**config.mk**
```make
export PLATFORM = sky130hd
export DESIGN_NAME = gpio_axi_write_ctrl_flat
export DESIGN_NICKNAME = d
export VERILOG_FILES = /design/src/rtl/gpio_axi_pkg.sv /design/src/rtl/gpio_axi_write_ctrl_if.sv /design/src/rtl/gpio_axi_write_ctrl.sv /design/src/flat_wrapper.sv
export SDC_FILE = /design/constraint.sdc
export NUM_CORES = 1
export LEC_CHECK = 0
export CORE_MARGIN = 2
export CORE_UTILIZATION = 22
export DETAILED_ROUTE_END_ITERATION = 10
export GPL_TIMING_DRIVEN = 0
export PLACE_DENSITY = 0.83
export SLEW_MARGIN = 5
export SYNTH_ARGS = -nofsm -noshare
export SYNTH_HDL_FRONTEND = slang
export SYNTH_SLANG_ARGS = --single-unit
```
**constraint.sdc**
```tcl
create_clock -name clock -period 1.5 [get_ports clock]
set_input_delay 0.3 -clock clock [delete_from_list [all_inputs] [get_ports clock]]
set_output_delay 0.3 -clock clock [all_outputs]
set_load 0.005 [all_outputs]
```
**src/rtl/gpio_axi_pkg.sv**
```systemverilog
// Shared types and constants for the GPIO AXI4-Lite write controller:
// FSM states, write-response codes and the pin-index width.
package gpio_axi_pkg;

  typedef enum logic [1:0] {
    IDLE   = 2'd0,
    COMMIT = 2'd1,
    RESP   = 2'd2
  } state_t;

  localparam logic [1:0] RESP_OKAY   = 2'b00;
  localparam logic [1:0] RESP_SLVERR = 2'b10;

  localparam int PIN_W   = 3;
  // Address bits above this index select the 32-byte GPIO window.
  localparam int WIN_LSB = 5;

endpackage

```
**src/rtl/gpio_axi_write_ctrl_if.sv**
```systemverilog
// AXI4-Lite write channels (AW, W, B) between a bus master and the GPIO write controller.
// Handshake: a beat transfers on a rising clock edge where valid && ready are both 1;
// the source holds valid and payload stable until then, ready may change freely.
interface gpio_axi_write_ctrl_if;
  logic        AWvalid;
  logic [31:0] AWaddr;
  logic        AWready;
  logic        Wvalid;
  logic [31:0] Wdata;
  logic [3:0]  Wstrb;
  logic        Wready;
  logic        Bvalid;
  logic [1:0]  Bresp;
  logic        Bready;

  modport master (
    output AWvalid, AWaddr, Wvalid, Wdata, Wstrb, Bready,
    input  AWready, Wready, Bvalid, Bresp
  );

  modport slave (
    input  AWvalid, AWaddr, Wvalid, Wdata, Wstrb, Bready,
    output AWready, Wready, Bvalid, Bresp
  );
endinterface

```
**src/rtl/gpio_axi_write_ctrl.sv**
```systemverilog
// AXI4-Lite single-beat write slave driving a one-hot GPIO pin decoder (wr_en/LWAddress/wr_bit).
// Optional macro GPIO_WSTRB_CHECK_EN: Wstrb[0]==0 suppresses the commit strobe on a hit.
module gpio_axi_write_ctrl
  import gpio_axi_pkg::*;
#(
  parameter logic [31:0] BASE_ADDR = 32'h0000_0000
) (
  input  logic              clock,
  input  logic              reset,
  gpio_axi_write_ctrl_if.slave bus,
  output logic              wr_en,
  output logic [PIN_W-1:0]  LWAddress,
  output logic              wr_bit,
  output state_t            fsm_state
);

  state_t     state;
  logic       aw_done;
  logic       w_done;
  logic       aw_ready_q;
  logic       w_ready_q;
  logic       bvalid_q;
  logic [1:0] bresp_q;
  logic       wr_en_q;
  logic       hit_q;

  logic       aw_hs;
  logic       w_hs;
  logic       hit_now;
  logic       strb_now;

  assign aw_hs   = bus.AWvalid && aw_ready_q;
  assign w_hs    = bus.Wvalid && w_ready_q;
  assign hit_now = aw_hs ? (bus.AWaddr[31:WIN_LSB] == BASE_ADDR[31:WIN_LSB]) : hit_q;

`ifdef GPIO_WSTRB_CHECK_EN
  logic strb_q;
  assign strb_now = w_hs ? bus.Wstrb[0] : strb_q;

  always_ff @(posedge clock) begin
    if (reset) begin
      strb_q <= 1'b0;
    end else if (w_hs) begin
      strb_q <= bus.Wstrb[0];
    end
  end
`else
  assign strb_now = 1'b1;
`endif

  // Bits of the bus that carry no meaning for a one-bit GPIO write.
  logic unused_bits;
  assign unused_bits = ^{bus.AWaddr[1:0], bus.Wdata[31:1], bus.Wstrb};

  always_ff @(posedge clock) begin
    if (reset) begin
      state      <= IDLE;
      aw_done    <= 1'b0;
      w_done     <= 1'b0;
      aw_ready_q <= 1'b0;
      w_ready_q  <= 1'b0;
      bvalid_q   <= 1'b0;
      bresp_q    <= RESP_OKAY;
      wr_en_q    <= 1'b0;
      hit_q      <= 1'b0;
      LWAddress  <= '0;
      wr_bit     <= 1'b0;
    end else begin
      case (state)
        IDLE: begin
          if (aw_hs) begin
            hit_q      <= hit_now;
            LWAddress  <= bus.AWaddr[WIN_LSB-1:2];
            aw_done    <= 1'b1;
            aw_ready_q <= 1'b0;
          end else if (!aw_done) begin
            aw_ready_q <= 1'b1;
          end
          if (w_hs) begin
            wr_bit    <= bus.Wdata[0];
            w_done    <= 1'b1;
            w_ready_q <= 1'b0;
          end else if (!w_done) begin
            w_ready_q <= 1'b1;
          end
          // Both channels may complete in the same cycle, so use the live handshakes too.
          if ((aw_done || aw_hs) && (w_done || w_hs)) begin
            state   <= COMMIT;
            wr_en_q <= hit_now && strb_now;
          end
        end
        COMMIT: begin
          state    <= RESP;
          wr_en_q  <= 1'b0;
          bvalid_q <= 1'b1;
          bresp_q  <= hit_q ? RESP_OKAY : RESP_SLVERR;
          aw_done  <= 1'b0;
          w_done   <= 1'b0;
        end
        RESP: begin
          if (bus.Bready) begin
            state      <= IDLE;
            bvalid_q   <= 1'b0;
            bresp_q    <= RESP_OKAY;
            aw_ready_q <= 1'b1;
            w_ready_q  <= 1'b1;
          end
        end
        default: begin
          state <= IDLE;
        end
      endcase
    end
  end

  // A reset landing in COMMIT must not let the strobe reach the decoder.
  assign wr_en       = wr_en_q && !reset;
  assign bus.AWready = aw_ready_q;
  assign bus.Wready  = w_ready_q;
  assign bus.Bvalid  = bvalid_q;
  assign bus.Bresp   = bresp_q;
  assign fsm_state   = state;

endmodule

```
**src/flat_wrapper.sv**
```systemverilog
// flat-port wrapper written by rule: the top's interface ports become plain ports
module gpio_axi_write_ctrl_flat import gpio_axi_pkg::*;
#(
  parameter logic [31:0] BASE_ADDR = 32'h0000_0000
)
  (clock, reset, wr_en, LWAddress, wr_bit, fsm_state, bus_AWvalid, bus_AWaddr, bus_Wvalid, bus_Wdata, bus_Wstrb, bus_Bready, bus_AWready, bus_Wready, bus_Bvalid, bus_Bresp);
  gpio_axi_write_ctrl_if bus_i ();
  input  logic clock;
  input  logic reset;
  output logic wr_en;
  output logic [PIN_W-1:0] LWAddress;
  output logic wr_bit;
  output state_t fsm_state;
  input wire logic [$bits(bus_i.AWvalid)-1:0] bus_AWvalid;
  input wire logic [$bits(bus_i.AWaddr)-1:0] bus_AWaddr;
  input wire logic [$bits(bus_i.Wvalid)-1:0] bus_Wvalid;
  input wire logic [$bits(bus_i.Wdata)-1:0] bus_Wdata;
  input wire logic [$bits(bus_i.Wstrb)-1:0] bus_Wstrb;
  input wire logic [$bits(bus_i.Bready)-1:0] bus_Bready;
  output wire logic [$bits(bus_i.AWready)-1:0] bus_AWready;
  output wire logic [$bits(bus_i.Wready)-1:0] bus_Wready;
  output wire logic [$bits(bus_i.Bvalid)-1:0] bus_Bvalid;
  output wire logic [$bits(bus_i.Bresp)-1:0] bus_Bresp;
  assign bus_i.AWvalid = bus_AWvalid;
  assign bus_i.AWaddr = bus_AWaddr;
  assign bus_i.Wvalid = bus_Wvalid;
  assign bus_i.Wdata = bus_Wdata;
  assign bus_i.Wstrb = bus_Wstrb;
  assign bus_i.Bready = bus_Bready;
  assign bus_AWready = bus_i.AWready;
  assign bus_Wready = bus_i.Wready;
  assign bus_Bvalid = bus_i.Bvalid;
  assign bus_Bresp = bus_i.Bresp;
  gpio_axi_write_ctrl #(.BASE_ADDR(BASE_ADDR)) u_core (.clock(clock), .reset(reset), .bus(bus_i), .wr_en(wr_en), .LWAddress(LWAddress), .wr_bit(wr_bit), .fsm_state(fsm_state));
endmodule
```
=== Word-level counts from Yosys, hierarchy flattened ===
Cells that the tools add are included.

* Register bits after elaboration: 15
* Bits in latches: 0
* RAM bits: 0
* Bits in read-only memories: 0
* Output and inout port bits: 12
* Logic and storage cells: 61
* Memories kept: 0

* Add/sub/neg operators: 0
* Multipliers: 0
* Divide/modulo/power cells: 0
* $lt $le $gt $ge: 0
* Eq/ne operators: 8
* Shift operators: 0
* Mux-type cells: 21
* Bitwise gates (word level): 0
* Reductions and logical operators: 21

{| class="wikitable"
|+ Operator list
! operator !! count
|-
| $logic_not 27->1 || 1
|-
| $reduce_and 2->1 || 7
|-
| $pmux 1 s2 || 6
|-
| $mux 1 || 10
|-
| $mux 2 || 3
|-
| $ne 2x1->1 const B || 3
|-
| $ne 3x3->1 const B || 2
|-
| $pmux 2 s3 || 1
|-
| $reduce_and 3->1 || 2
|-
| $reduce_bool 2->1 || 3
|-
| $logic_and 1x1->1 || 4
|-
| $pmux 2 s2 || 1
|-
| $eq 2x1->1 const B || 1
|-
| $eq 2x2->1 const B || 1
|-
| $logic_not 2->1 || 1
|-
| $logic_or 1x1->1 || 2
|-
| $ne 2x2->1 const B || 1
|-
| $logic_not 1->1 || 1
|}

=== Logic depth before layout (Yosys ltp) ===
* Depth in word-level cells: 5
* Gate-level depth with buffers: 5
* Depth with buffers taken out: 4

=== Worst setup path after synthesis ===
OpenSTA, ideal clock, no wires.

* Path type: in2reg
* Start point: input port bus_AWaddr[13]
* End point: register u_core.wr_en_q
* Library setup time: 95 ps
* Arrival: 1463 ps
* Data required time: 1405 ps
* Path slack: -59 ps
* Cell stages on the path: 3
* Path buffers: 0
* Path through: or4_1 or4_1 a221oi_1

* Longest elaborated chain between the ends: 4

{| class="wikitable"
|+ RTL lines
! element !! RTL line !! RTL
|-
| start: declaration || flat_wrapper.sv:15 || <nowiki>input wire logic [$bits(bus_i.AWaddr)-1:0] bus_AWaddr;</nowiki>
|-
| $logic_not 27->1 || gpio_axi_write_ctrl.sv:34 || <nowiki>assign hit_now = aw_hs ? (bus.AWaddr[31:WIN_LSB] == BASE_ADDR[31:WIN_LSB]) : hit_q;</nowiki>
|-
| $mux 1 || gpio_axi_write_ctrl.sv:34 ||
|-
| $mux 1 || gpio_axi_write_ctrl.sv:87 || <nowiki>if ((aw_done || aw_hs) && (w_done || w_hs)) begin</nowiki>
|-
| $pmux 1 s2 || gpio_axi_write_ctrl.sv:69 || <nowiki>case (state)</nowiki>
|-
| end signal: assignment || gpio_axi_write_ctrl.sv:89 || <nowiki>wr_en_q <= hit_now && strb_now;</nowiki>
|-
| end: declaration || gpio_axi_write_ctrl.sv:24 || <nowiki>logic wr_en_q;</nowiki>
|}

No other way between the ends. The select of a mux whose other input is x is not followed.
A chain may end at the register's enable or synchronous reset.

=== Worst setup path after layout ===
* Start point: input port bus_AWaddr[30]
* End point: register u_core.wr_en_q

The elaborated chain is that of the path after synthesis.

==> run metrics <==
status complete, but fails checks; failing checks negative setup slack; yosys warns 0; first-pass GRT wire length 3.42 mm; CP Max Fanout 2; Tcrit/Tclk final 102%; CP delay by family, top simple AND/OR/NAND/NOR gates; FFs w/ async S/R, synth 0%; DRT met1 WL slightly above 800 microns; Final Hold Vio Count 0; crit start category input pin; gr ovfl total 0; post-synthesis sequential area ratio between 40% and 50%; slowest CP cell or4_4; Die Ht 58.1 microns; routed length per instance between 10 and 15 microns; Antenna Cells 0; CP required 1700 ps; count leader, synth dfxtp_1; layout cells sized above 1 between 10% and 20%; vias 802; Distinct cells, synth 22; final-report max-slew violation count 0; Reg-to-Reg Start u_core.bus.AWready; headroom to the max-slew limit around 66%; post-synthesis mux area share about 1.6%; Vias/cell about 4.8; Chip Width between 50 and 60 microns; PwrDens roughly 740 nW/um^2; DRC 0; largest net degree at the start of global routing 11; Avg Cell Area, Syn roughly 7.8 sq um; Row Count 19; synth cell count leaders dfxtp_1 (14), a21oi_1 (11), nand2_1 (11); hold_ws 392 ps; crit path capture u_core.wr_en_q; Hold Path Depth 4; post-synthesis compound-gate area fraction 14.6%; die footprint between 3000 and 4000 sq um; H-tree level count 1; Syn Inst Count 82; # fillers roughly 270; fin crit period ~1500 ps; Setup Crit Path Kind input pin to flip-flop; clock slew at reported path FFs roughly 90 ps; power share of the clock group 30.0%; multi-input logic area about 390 sq um; CP cell instances clkdlybuf4s50_1, nor3_2, nand4_1, or4_4, a221oi_2; biggest cell delay along the critical path 450 ps; gr usage total around an eighth; Combinational Power Share about 24%; cells on worst reg2reg path 4; TritonCTS Sinks 14; P_leak 0.517 nW; io pins 85; kind of capture point of the worst setup path flip-flop; Routed WL roughly 2.2 mm; Post-Synth XOR/XNOR Area 0%; vias in the first global route around 810; switch share 25.9%; post-synth net total ~160; routed length on met2 between 1 and 1.5 mm; Simple-Gate Fraction of Synth Area 36.2%; Max clock buf depth 2; DRT iter0 DRCs 25; Port Buffers 46; Critical Path Stages 5; Post-Place Setup Slack -527 ps; Worst-Margin Slew about 500 ps; Final Wtd Congestion roughly 0.76; Initial Util approximately a quarter; Reg area about 290 sq um; Internal a little under 700 uW; post-synth top area cell dfxtp_1; Skew-Pair Late Insertion Delay 280 ps; capture point of the worst reg-to-reg path u_core.hit_q; worst path bufs/invs 1; critical path startpoint bus_AWaddr[30]; length of routed met3 wiring 121 microns; Root Driver clkbuf_4; Flop pwr share 45.9%; largest cells by area after synthesis dfxtp_1 (44%), a21oi_1 (8.6%), nand2_1 (6.4%); worst hold path type input pin to flip-flop; Max Freq 652 MHz; DRT Pass-1 Iters 5; dpl hpwl roughly 1.7 mm; Final Net Count 210; largest family of logic cells by synthesized area simple AND/OR/NAND/NOR gates; unrepaired setup endpoints after global routing yes; adder-cell share of the synthesized area 0%; Reg2Reg Setup Slack roughly 10 ps; CTS Buf Count 3; Worst Path Arrival 1730 ps; Synth-to-Final Area Change 92.8%; Worst Setup Slack, final -32.9 ps; DR top layer met4; Post-synth EDFFs 0; max_cap viols 0; NetSw about 240 uW; peak supply drop between 0.0003 and 0.0004 V; Post-synth top flop dfxtp_1; flops & latches, synth 14; core box area ~2800 sq um; final setup violating endpoints 1; Synth top area share approximately 44%; Final ANT Viol Nets 0; TritonCTS clock tree yes; final clock skew between 1.5 and 2 ps; initial antenna violation count 0; Post-Syn Area 643 sq um
[kinds of logic after synthesis]
logic type | Yosys count
muxes | 1
other | 1
AOI/OAI and AO/OA | 16
and+or+nand+nor | 45
DFF | 14
buffers and inverters | 5
[worst min path at each step]
| stage | from | to |
|---|---|---|
| floorplan | reset | u_core.wr_en_q |
| global placement | u_core.LWAddress[0] | u_core.LWAddress[0] |
| detailed placement | u_core.LWAddress[1] | u_core.LWAddress[1] |
| CTS | bus_AWaddr[18] | u_core.wr_en_q |
| global route | bus_AWaddr[18] | u_core.hit_q |
| finish | bus_AWaddr[18] | u_core.hit_q |
[cell usage in the layout (no fill, tap or decap), types with 2 or more instances in the layout]
cell type        count
dlygate4sd2_1       23
clkdlybuf4s50_1     16
a21oi_1             11
nand2_1             11
dfxtp_1              9
nor2_1               7
nand2b_1             6
buf_4                6
nor3_1               4
nor4_1               3
clkbuf_4             3
dfxtp_4              3
nor2b_1              2
clkbuf_1             2
nor4_2               2
nor3_2               2
or4_4                2
or4_1                2
a211oi_1             2
clkdlybuf4s15_1      2
buf_2                2
dlymetal6s2s_1       2
dfxtp_2              2
[routing by layer]
| metal | vias to the layer above | GRT usage (%) |
|---|---|---|
| met3 | 4 | 4.24 |
| met5 | - | 0 |
| met1 | 375 | 13.6 |
| met4 | 0 | 5.32 |
| met2 | 21 | 24.7 |
| li1 | 402 | - |
[power by group through the flow]
stage | combinational, mW | clock [mW] | sequential, mW
global placement | 0.216 | 0 | 0.429
global route | 0.242 | 0.297 | 0.427
CTS | 0.216 | 0.279 | 0.422
detailed placement | 0.223 | 0 | 0.430
finish | 0.223 | 0.277 | 0.423
floorplan | 0.0719 | 0 | 0.427
[flip-flops by register name, indices dropped and copies added, names as in the netlist]
register,count
u_core.LWAddress,3
u_core.fsm_state,2
u_core.aw_done,1
u_core.bus.AWready,1
u_core.bus.Bresp,1
u_core.bus.Bvalid,1
u_core.bus.Wready,1
u_core.hit_q,1
u_core.w_done,1
u_core.wr_bit,1
u_core.wr_en_q,1
[cell type report]
class | instances | share of cell area (%)
repair buffers | 51 | 37.5
well taps | 31 | 3.13
flip-flops and latches | 14 | 23.7
multi-input cells | 63 | 31.2
clock buffers | 4 | 2.93
inverters | 1 | 0.303
plain buffers | 3 | 1.21
[through the flow]
stage | util (%) | cell area, sq um | power [mW] | setup TNS, ps | std cells
2_1_floorplan | - | 643 | 0.499 | -35.3 | 82
3_3_place_gp | 41.4 | 1140 | 0.645 | -1730 | 159
3_5_place_dp | 41.4 | 1140 | 0.653 | -2070 | 159
4_1_cts | 43.4 | 1200 | 0.917 | 0 | 165
5_1_grt | 45.0 | 1240 | 0.965 | -123 | 167
6_report | 45.0 | 1240 | 0.923 | -32.9 | 167
[worst min-delay path, stage by stage]
cell and delay (ps):
buf_6 60, or4_4 110, or4_1 100, a21oi_1 50
[repair_timing]
action / CTS / global route
resized for setup: 48 / 8
endpoints found under the setup margin: 6 / 10
buffers inserted: 3 / 3
pin swaps: 12 / 4
hold buffers: 0 / 0
Power figures use the tool's default switching activity.
